$ cat src/rtl/sparc_exu_thrreg_ckpt_pkg.sv
`default_nettype none
// +--------------------------------------------------------------------+
// | sparc_exu_thrreg_ckpt_pkg : shared EXU defines for the per-thread  |
// | checkpointed register.                          Revision: 1.0      |
// +--------------------------------------------------------------------+
package sparc_exu_thrreg_ckpt_pkg;

    localparam int          EXU_NTHR_MAX = 8;
    localparam logic [63:0] EXU_RST_VAL  = 64'h0;

    // Register-side action a slice takes on one edge; checkpoint capture is orthogonal.
    typedef enum logic [1:0] {
        OP_HOLD    = 2'd0,
        OP_WRITE   = 2'd1,
        OP_RESTORE = 2'd2,
        OP_ILLEGAL = 2'd3
    } slice_op_e;

endpackage : sparc_exu_thrreg_ckpt_pkg
`default_nettype wire

$ cat src/rtl/sparc_exu_thrreg_slice.sv
`default_nettype none
// +--------------------------------------------------------------------+
// | sparc_exu_thrreg_slice : one thread's register, checkpoint, valid  |
// | flag, masked write merge and restore priority.  Revision: 1.0      |
// +--------------------------------------------------------------------+
module sparc_exu_thrreg_slice
    import sparc_exu_thrreg_ckpt_pkg::*;
#(
    parameter int              SIZE    = 8,
    parameter logic [SIZE-1:0] RST_VAL = '0
) (
    input  logic            clk,
    input  logic            arst_l,
    input  logic            se,
    input  logic            sel,
    input  logic            wen,
    input  logic [SIZE-1:0] data_in,
    input  logic [SIZE-1:0] wmask,
    input  logic            ckpt,
    input  logic            restore,
    output logic [SIZE-1:0] reg_q,
    output logic [SIZE-1:0] wr_val,
    output logic            ckpt_vld,
    output logic            restore_ill
);

    logic [SIZE-1:0] ckpt_q;
    slice_op_e       op;
    logic            unused_se;

    assign unused_se = se;
    assign wr_val    = (reg_q & ~wmask) | (data_in & wmask);

    // A restore request, legal or not, always blocks the write on this thread.
    always_comb begin
        op = OP_HOLD;
        if (sel) begin
            if (restore) begin
                op = ckpt_vld ? OP_RESTORE : OP_ILLEGAL;
            end else if (wen) begin
                op = OP_WRITE;
            end
        end
    end

    assign restore_ill = (op == OP_ILLEGAL);

    always_ff @(posedge clk or negedge arst_l) begin
        if (!arst_l) begin
            reg_q    <= RST_VAL;
            ckpt_q   <= RST_VAL;
            ckpt_vld <= 1'b0;
        end else begin
            case (op)
                OP_WRITE: begin
                    reg_q <= wr_val;
                end
                OP_RESTORE: begin
                    reg_q    <= ckpt_q;
                    ckpt_vld <= 1'b0;
                end
                default: begin
                end
            endcase
            // Checkpoint captures the pre-write value; restore takes priority over it.
            if (sel && ckpt && !restore) begin
                ckpt_q   <= reg_q;
                ckpt_vld <= 1'b1;
            end
        end
    end

endmodule : sparc_exu_thrreg_slice
`default_nettype wire

$ cat src/rtl/sparc_exu_thrreg_ckpt.sv
`default_nettype none
// +--------------------------------------------------------------------+
// | sparc_exu_thrreg_ckpt : NTHR-way per-thread register with masked   |
// | writes, read bypass and checkpoint/restore.     Revision: 1.0      |
// +--------------------------------------------------------------------+
module sparc_exu_thrreg_ckpt
    import sparc_exu_thrreg_ckpt_pkg::*;
#(
    parameter int              SIZE    = 8,
    parameter int              NTHR    = 4,
    parameter logic [SIZE-1:0] RST_VAL = EXU_RST_VAL[SIZE-1:0],
    parameter int              BYPASS  = 1
) (
    input  logic            clk,
    input  logic            arst_l,
    input  logic            se,
    input  logic [NTHR-1:0] thr_out,
    input  logic            wen_w,
    input  logic [NTHR-1:0] thr_w,
    input  logic [SIZE-1:0] data_in_w,
    input  logic [SIZE-1:0] wmask_w,
    input  logic            ckpt_w,
    input  logic            restore_w,
    output logic [SIZE-1:0] data_out,
    output logic [NTHR-1:0] ckpt_vld,
    output logic            restore_err
);

    logic [SIZE-1:0] reg_q  [NTHR];
    logic [SIZE-1:0] wr_val [NTHR];
    logic [NTHR-1:0] ill;
    logic            bypass_hit;

    generate
        for (genvar t = 0; t < NTHR; t++) begin : g_slice
            sparc_exu_thrreg_slice #(
                .SIZE    (SIZE),
                .RST_VAL (RST_VAL)
            ) u_slice (
                .clk         (clk),
                .arst_l      (arst_l),
                .se          (se),
                .sel         (thr_w[t]),
                .wen         (wen_w),
                .data_in     (data_in_w),
                .wmask       (wmask_w),
                .ckpt        (ckpt_w),
                .restore     (restore_w),
                .reg_q       (reg_q[t]),
                .wr_val      (wr_val[t]),
                .ckpt_vld    (ckpt_vld[t]),
                .restore_ill (ill[t])
            );
        end
    endgenerate

    // Bypass only when the write targets exactly the thread set being read.
    assign bypass_hit = (BYPASS != 0) && wen_w && !restore_w && (thr_w == thr_out);

    always_comb begin
        data_out = '0;
        for (int t = 0; t < NTHR; t++) begin
            if (thr_out[t]) begin
                data_out = data_out | (bypass_hit ? wr_val[t] : reg_q[t]);
            end
        end
    end

    always_ff @(posedge clk or negedge arst_l) begin
        if (!arst_l) begin
            restore_err <= 1'b0;
        end else begin
            restore_err <= |ill;
        end
    end

endmodule : sparc_exu_thrreg_ckpt
`default_nettype wire

$ cat config.mk
export PLATFORM = sky130hd
export DESIGN_NAME = sparc_exu_thrreg_ckpt
export DESIGN_NICKNAME = d
export VERILOG_FILES = /design/src/rtl/sparc_exu_thrreg_ckpt_pkg.sv /design/src/rtl/sparc_exu_thrreg_slice.sv /design/src/rtl/sparc_exu_thrreg_ckpt.sv
export SDC_FILE = /design/constraint.sdc
export NUM_CORES = 1
export LEC_CHECK = 0
export CORE_MARGIN = 5
export CORE_UTILIZATION = 25
export CTS_CLUSTER_SIZE = 25
export DETAILED_ROUTE_END_ITERATION = 12
export GPL_TIMING_DRIVEN = 0
export SKIP_LAST_GASP = 1
export SYNTH_ARGS = -nofsm -noshare
export SYNTH_HDL_FRONTEND = slang
export SYNTH_SLANG_ARGS = --single-unit
export TNS_END_PERCENT = 1
$ cat constraint.sdc
create_clock -name clk -period 1.9 [get_ports clk]
set_clock_uncertainty 0.1 [all_clocks]
set_input_delay 0.285 -clock clk [delete_from_list [all_inputs] [get_ports clk]]
set_output_delay 0.285 -clock clk [all_outputs]
set_load 0.02 [all_outputs]
Word-level counts from Yosys, hierarchy flattened:

Cells that the tools add are included.

* register bits: 69
* input port bits: 30
* output and inout bits: 13
* logic and storage cells: 92

* eq/ne operators: 13
* mux-type cells: 33
* bitwise gates (word level): 13
* reductions and logical operators: 20

Operator list (count)
* $mux 8: 8
* $pmux 8 s2: 4
* $or 8x8->8: 7
* $and 8x8->8: 5
* $eq 2x2->1 const B: 8
* $mux 2: 8
* $reduce_bool 2->1: 8
* $mux 1: 13
* $logic_and 1x1->1: 10
* $eq 2x1->1 const B: 4
* $not 8->8: 1
* $eq 4x4->1: 1
* $reduce_or 4->1: 1
* $logic_not 1->1: 1

Logic depth before layout (Yosys ltp):

* depth in word-level cells: 11
* gate-level depth with buffers: 8
* mapped depth without buffers: 6

Hierarchy:

A second synthesis with hierarchy kept.

* cells, all modules: 408
* area total of the unflattened synthesis: 4329.2 sq um

Modules (own cells, without submodules)
* sparc_exu_thrreg_slice: times used 4, cells each 87, area an instance 955.9 sq um, sequential area each 425.4 sq um
* sparc_exu_thrreg_ckpt: times used 1, cells each 60, area an instance 505.5 sq um, sequential area each 25.0 sq um

Least setup slack after synthesis:

No wires, ideal clock.

* path type: input -> register
* start point: input port wen_w
* end point: register g_slice[3].u_slice.reg_q[6]
* setup time: 134 ps
* data arrival time: 1591 ps
* data required time: 1666 ps
* slack: 75 ps
* stages: 8
* path buffers: 2
* cells stage by stage: nor2b_2 o21ai_0 ha_1 clkbuf_1 clkbuf_1 nor2_1 a21oi_1 o21ai_0

* cells in the longest elaborated chain, start to end: 5
* elaborated cells between the ends (all ways): 7
* classes of those cells: eq/ne: 2; mux: 4; reduce/logical: 1

RTL lines
* start, declared: RTL line sparc_exu_thrreg_ckpt.sv:18 `input logic wen_w,`
* $mux 1 *: RTL line sparc_exu_thrreg_slice.sv:40 `end else if (wen) begin`
* $mux 2 *: RTL line sparc_exu_thrreg_slice.sv:38 `if (restore) begin`
* $mux 2 *: RTL line sparc_exu_thrreg_slice.sv:37 `if (sel) begin`
* $eq 2x2->1 / $eq 2x1->1 (equally long branches): RTL line sparc_exu_thrreg_slice.sv:54 `case (op)`
* $pmux 8 s2 / $reduce_bool 2->1 (equally long branches)
* end signal, assigned: RTL line sparc_exu_thrreg_slice.sv:56 `reg_q <= wr_val;`
* end signal, assigned: RTL line sparc_exu_thrreg_slice.sv:59 `reg_q <= ckpt_q;`
* end, declared: RTL line sparc_exu_thrreg_slice.sv:21 `output logic [SIZE-1:0] reg_q,`

Mark *: on every way between the ends. The rest lies on a longest branch, timed or not.
A chain may end at the register's enable or synchronous reset.

Worst setup path after layout:

* start point: input port wmask_w[6]
* end point: output port data_out[6]

* cells in the longest elaborated chain, start to end: 11
* elaborated cells between the ends (all ways): 21
* classes of those cells: mux: 8; bitwise: 13

RTL lines
* start, declared: RTL line sparc_exu_thrreg_ckpt.sv:21 `input logic [SIZE-1:0] wmask_w,`
* $not 8->8: RTL line sparc_exu_thrreg_slice.sv:32 `assign wr_val = (reg_q & ~wmask) | (data_in & wmask);`
* $and 8x8->8: RTL line sparc_exu_thrreg_slice.sv:32
* $or 8x8->8: RTL line sparc_exu_thrreg_slice.sv:32
* $mux 8: RTL line sparc_exu_thrreg_ckpt.sv:64 `data_out = data_out | (bypass_hit ? wr_val[t] : reg_q[t]);`
* $mux 8: RTL line sparc_exu_thrreg_ckpt.sv:63 `if (thr_out[t]) begin`
* $or 8x8->8: RTL line sparc_exu_thrreg_ckpt.sv:64
* $mux 8: RTL line sparc_exu_thrreg_ckpt.sv:63
* $or 8x8->8: RTL line sparc_exu_thrreg_ckpt.sv:64
* $mux 8: RTL line sparc_exu_thrreg_ckpt.sv:63
* $or 8x8->8: RTL line sparc_exu_thrreg_ckpt.sv:64
* $mux 8 *: RTL line sparc_exu_thrreg_ckpt.sv:63
* end, declared: RTL line sparc_exu_thrreg_ckpt.sv:24 `output logic [SIZE-1:0] data_out,`

Marked as above.

==> results.toml <==
[run_status]
failed_checks = "negative hold slack, negative setup slack"
status = "finished with violations"

[sta]
worst_slack_ns = -0.0526
post-route-min-period_ns = 1.95
finalCritPeriodShare = 1.03
hold_violations = 34
worst_slew_pin_slew_ns = 0.882
rsz0062_at_grt = "true"
finalSetupViolCount = 8
whs_ns = -0.0401
max-slew-margin-rel = 0.412
maxClockFrequency_mhz = 512
setup_tns_ns = -0.213
slew_violations = 0

[setup_path]
end_kind = "primary output"
path_class = "in2out"
worstSetupStartpointType = "primary input"
r2r-start = "g_slice[2].u_slice.ckpt_vld"
arrival_ns = 1.57
required_ns = 1.51
cp_max_fo = 6
crit_path_start = "wmask_w[6]"

[routing]
drt_wl_total_mm = 10.6
ant_nets = 0
post_drt_via_cell_ratio = 5.07
drt-initial-drc-count = 232
firstDrtPassIters = 5
wire_per_inst_microns = 17.5
post-route-drc-count = 0
vias = 3055

[finish]
fin_cells = 602
insertedDiodeCount = 0
syn_to_final_growth_pct = 32.2
drive_gt1_frac = 0.328
final_nets = 451

[clocking]
clkTransAtPathRegs_ns = 0.06
cts.htree.levels = 3
cts_sinks = 69
clk_latency_ns = 0.34
root_buffer = "clkbuf_16"
cts.path.max_buffers = 2
numCtsBuffers = 9
cts_tree = "built"

[floorplanning]
pin_count = 43
die_y_microns = 131
core_sq_um = 14400
die_area_sq_um = 17100
start_util = 0.253
die_w_microns = 131
num_rows = 44

[global_route]
grt_start_max_net_pins = 70
grt-busiest-layer = "met2"
overflow = 0
use_met2 = 0.230
grt_antenna_before_repair = 0
grtUsageMet1 = 0.147
grt_pass1_wl_mm = 16.9
grt_util_all_layers = 0.128
grt_pass1_vias = 3228
met3_usage = 0.0207

[placed_design]
io_buffers = 38
place_ws_ns = -1.21
gp_congestion = 0.804
hpwl_mm = 7.49
dp_cells = 581

[yosys]
yosysWarnings = 0
post-synth-top-area-fraction = 0.473
yosys.area.top_type = "dfrtp_1"
synth.top_cells.by_area = "dfrtp_1 (47%), mux2_2 (9.6%), o21ai_0 (6.0%), a22oi_1 (5.8%), a21oi_1 (4.4%)"
synth_fp_nets = 397
synth-seq-area-share = 0.473
syn_area_sq_um = 3650
synth_cells = 359
avgSynthCellArea_sq_um = 10.2
yosys_register_bits = 69
synthDistinctLibCells = 33

[pwr]
peakVddDrop_mv = 0.508
powerDensity_nw_per_um2 = 1290
p_leak_nw = 2.05
p_total_mw = 6.21

[job]
drv_cap = 0

[min_path]
hold_path_class = "in2async"
layout make-up:
class | count | area [sq um]
fill | 1450 | 9600
multi-input combinational | 248 | 1890
sequential | 69 | 1730
timing repair buffer | 48 | 437
tap | 184 | 230
clock buffer | 9 | 225
buffer | 21 | 143
clock inverter | 7 | 114
inverter | 16 | 60.1
sequential cells by signal, summed over array words and instances, names as in the netlist:
signal                    flops
g_slice.u_slice.reg_q        32
g_slice.u_slice.ckpt_q       32
g_slice.u_slice.ckpt_vld      4
restore_err                   1
worst max-delay path, cell delays in order:
cell and delay [ns]:
clkdlybuf4s50_1 0.65, nand2_1 0.26, o22ai_4 0.19, buf_4 0.17
where the power goes:
group / leakage [nW] / internal (mW) / total [mW] / switching [mW]
Clock: 0.169 / 1.28 / 1.91 / 0.632
Sequential: 0.822 / 2.08 / 2.59 / 0.510
Combinational: 1.06 / 0.927 / 1.71 / 0.786
Total: 2.05 / 4.28 / 6.21 / 1.93
Yosys cell counts:
| master | instances |
|---|---|
| nor2b_4 | 1 |
| o22ai_1 | 6 |
| dfrtp_1 | 69 |
| nor2_1 | 36 |
| buf_2 | 1 |
| nand2_2 | 4 |
| and3_4 | 1 |
| nor2b_2 | 1 |
| a22oi_1 | 28 |
| nand2_1 | 8 |
| o21ai_0 | 44 |
| a21oi_1 | 32 |
| o22ai_2 | 2 |
| nand3_4 | 1 |
| nand2b_2 | 1 |
| a22o_2 | 5 |
| or4_1 | 1 |
| mux2_2 | 31 |
| mux2_1 | 1 |
| a22o_1 | 3 |
| xnor2_1 | 1 |
| xor2_1 | 2 |
| buf_4 | 5 |
| and2_1 | 4 |
| nor2b_1 | 9 |
| inv_1 | 16 |
| nor3_4 | 1 |
| buf_6 | 4 |
| a221oi_1 | 8 |
| or4_4 | 1 |
| ha_1 | 8 |
| and3_2 | 8 |
| clkbuf_1 | 16 |
kinds of logic (layout without fill, tap and decap cells):
family | Yosys count | after routing | share of synthesized area
AO/OA/AOI/OAI | 128 | 128 | 0.219
AND/OR/NAND/NOR | 77 | 77 | 0.117
flip-flops | 69 | 69 | 0.473
buffers and inverters | 42 | 101 | 0.0569
multiplexers | 32 | 32 | 0.0988
adder cells (fa/ha/maj) | 8 | 8 | 0.0274
XOR/XNOR | 3 | 3 | 0.00721
per-layer routing:
| metal | vias up | wire, microns |
|---|---|---|
| li1 | 1398 | - |
| met1 | 1548 | 4210 |
| met2 | 80 | 5570 |
| met3 | 29 | 383 |
| met4 | 0 | 383 |
| met5 | - | 0 |
cell usage in the layout, fill, tap and decap left out, drive strengths merged:
| cell | Yosys | routed |
|---|---|---|
| dfrtp | 69 | 69 |
| xnor2 | 1 | 1 |
| inv | 16 | 16 |
| clkdlybuf4s50 | 0 | 22 |
| clkbuf | 16 | 21 |
| a21oi | 32 | 32 |
| xor2 | 2 | 2 |
| nand2b | 1 | 1 |
| bufinv | 0 | 3 |
| clkinv | 0 | 4 |
| a221oi | 8 | 8 |
| and2 | 4 | 4 |
| and3 | 9 | 9 |
| nor3 | 1 | 1 |
| nand2 | 12 | 12 |
| clkdlybuf4s15 | 0 | 2 |
| o21ai | 44 | 44 |
| nor2b | 11 | 11 |
| o22ai | 8 | 8 |
| dlygate4sd2 | 0 | 1 |
| nand3 | 1 | 1 |
| ha | 8 | 8 |
| a22oi | 28 | 28 |
| buf | 10 | 32 |
| mux2 | 32 | 32 |
| a22o | 8 | 8 |
| or4 | 2 | 2 |
| nor2 | 36 | 36 |
stage by stage:
stage / util / hold slack (ns) / cell area [sq um]
after CTS: 0.330 / 0.00764 / 4770
after floorplan: - / -0.111 / 3650
after detailed placement: 0.295 / 0.364 / 4260
final: 0.334 / -0.0401 / 4820
after global placement: 0.295 / 0.372 / 4260
after global routing: 0.334 / 0.0489 / 4820
path summary, 6_finish.rpt:
check	cells past startpoint	end	slack (ns)
max in group asynchronous	1	g_slice[2].u_slice.ckpt_q[3]	1.15
min in group clk	3	g_slice[0].u_slice.ckpt_vld	0.32
worst min-delay path	1	g_slice[1].u_slice.reg_q[3]	-0.04
worst max register to register	7	g_slice[2].u_slice.reg_q[6]	0.01
worst max-delay path	4	data_out[6]	-0.05
worst min register to register	1	g_slice[3].u_slice.ckpt_q[5]	0.40
what timing repair did:
action,4_1_cts,5_1_grt
pin swaps,5,4
endpoints found under the hold margin,0,0
resized for setup,98,16
hold buffers,0,0
buffers inserted,7,3
endpoints found under the setup margin,44,40
(Power assumes the default switching activity.)
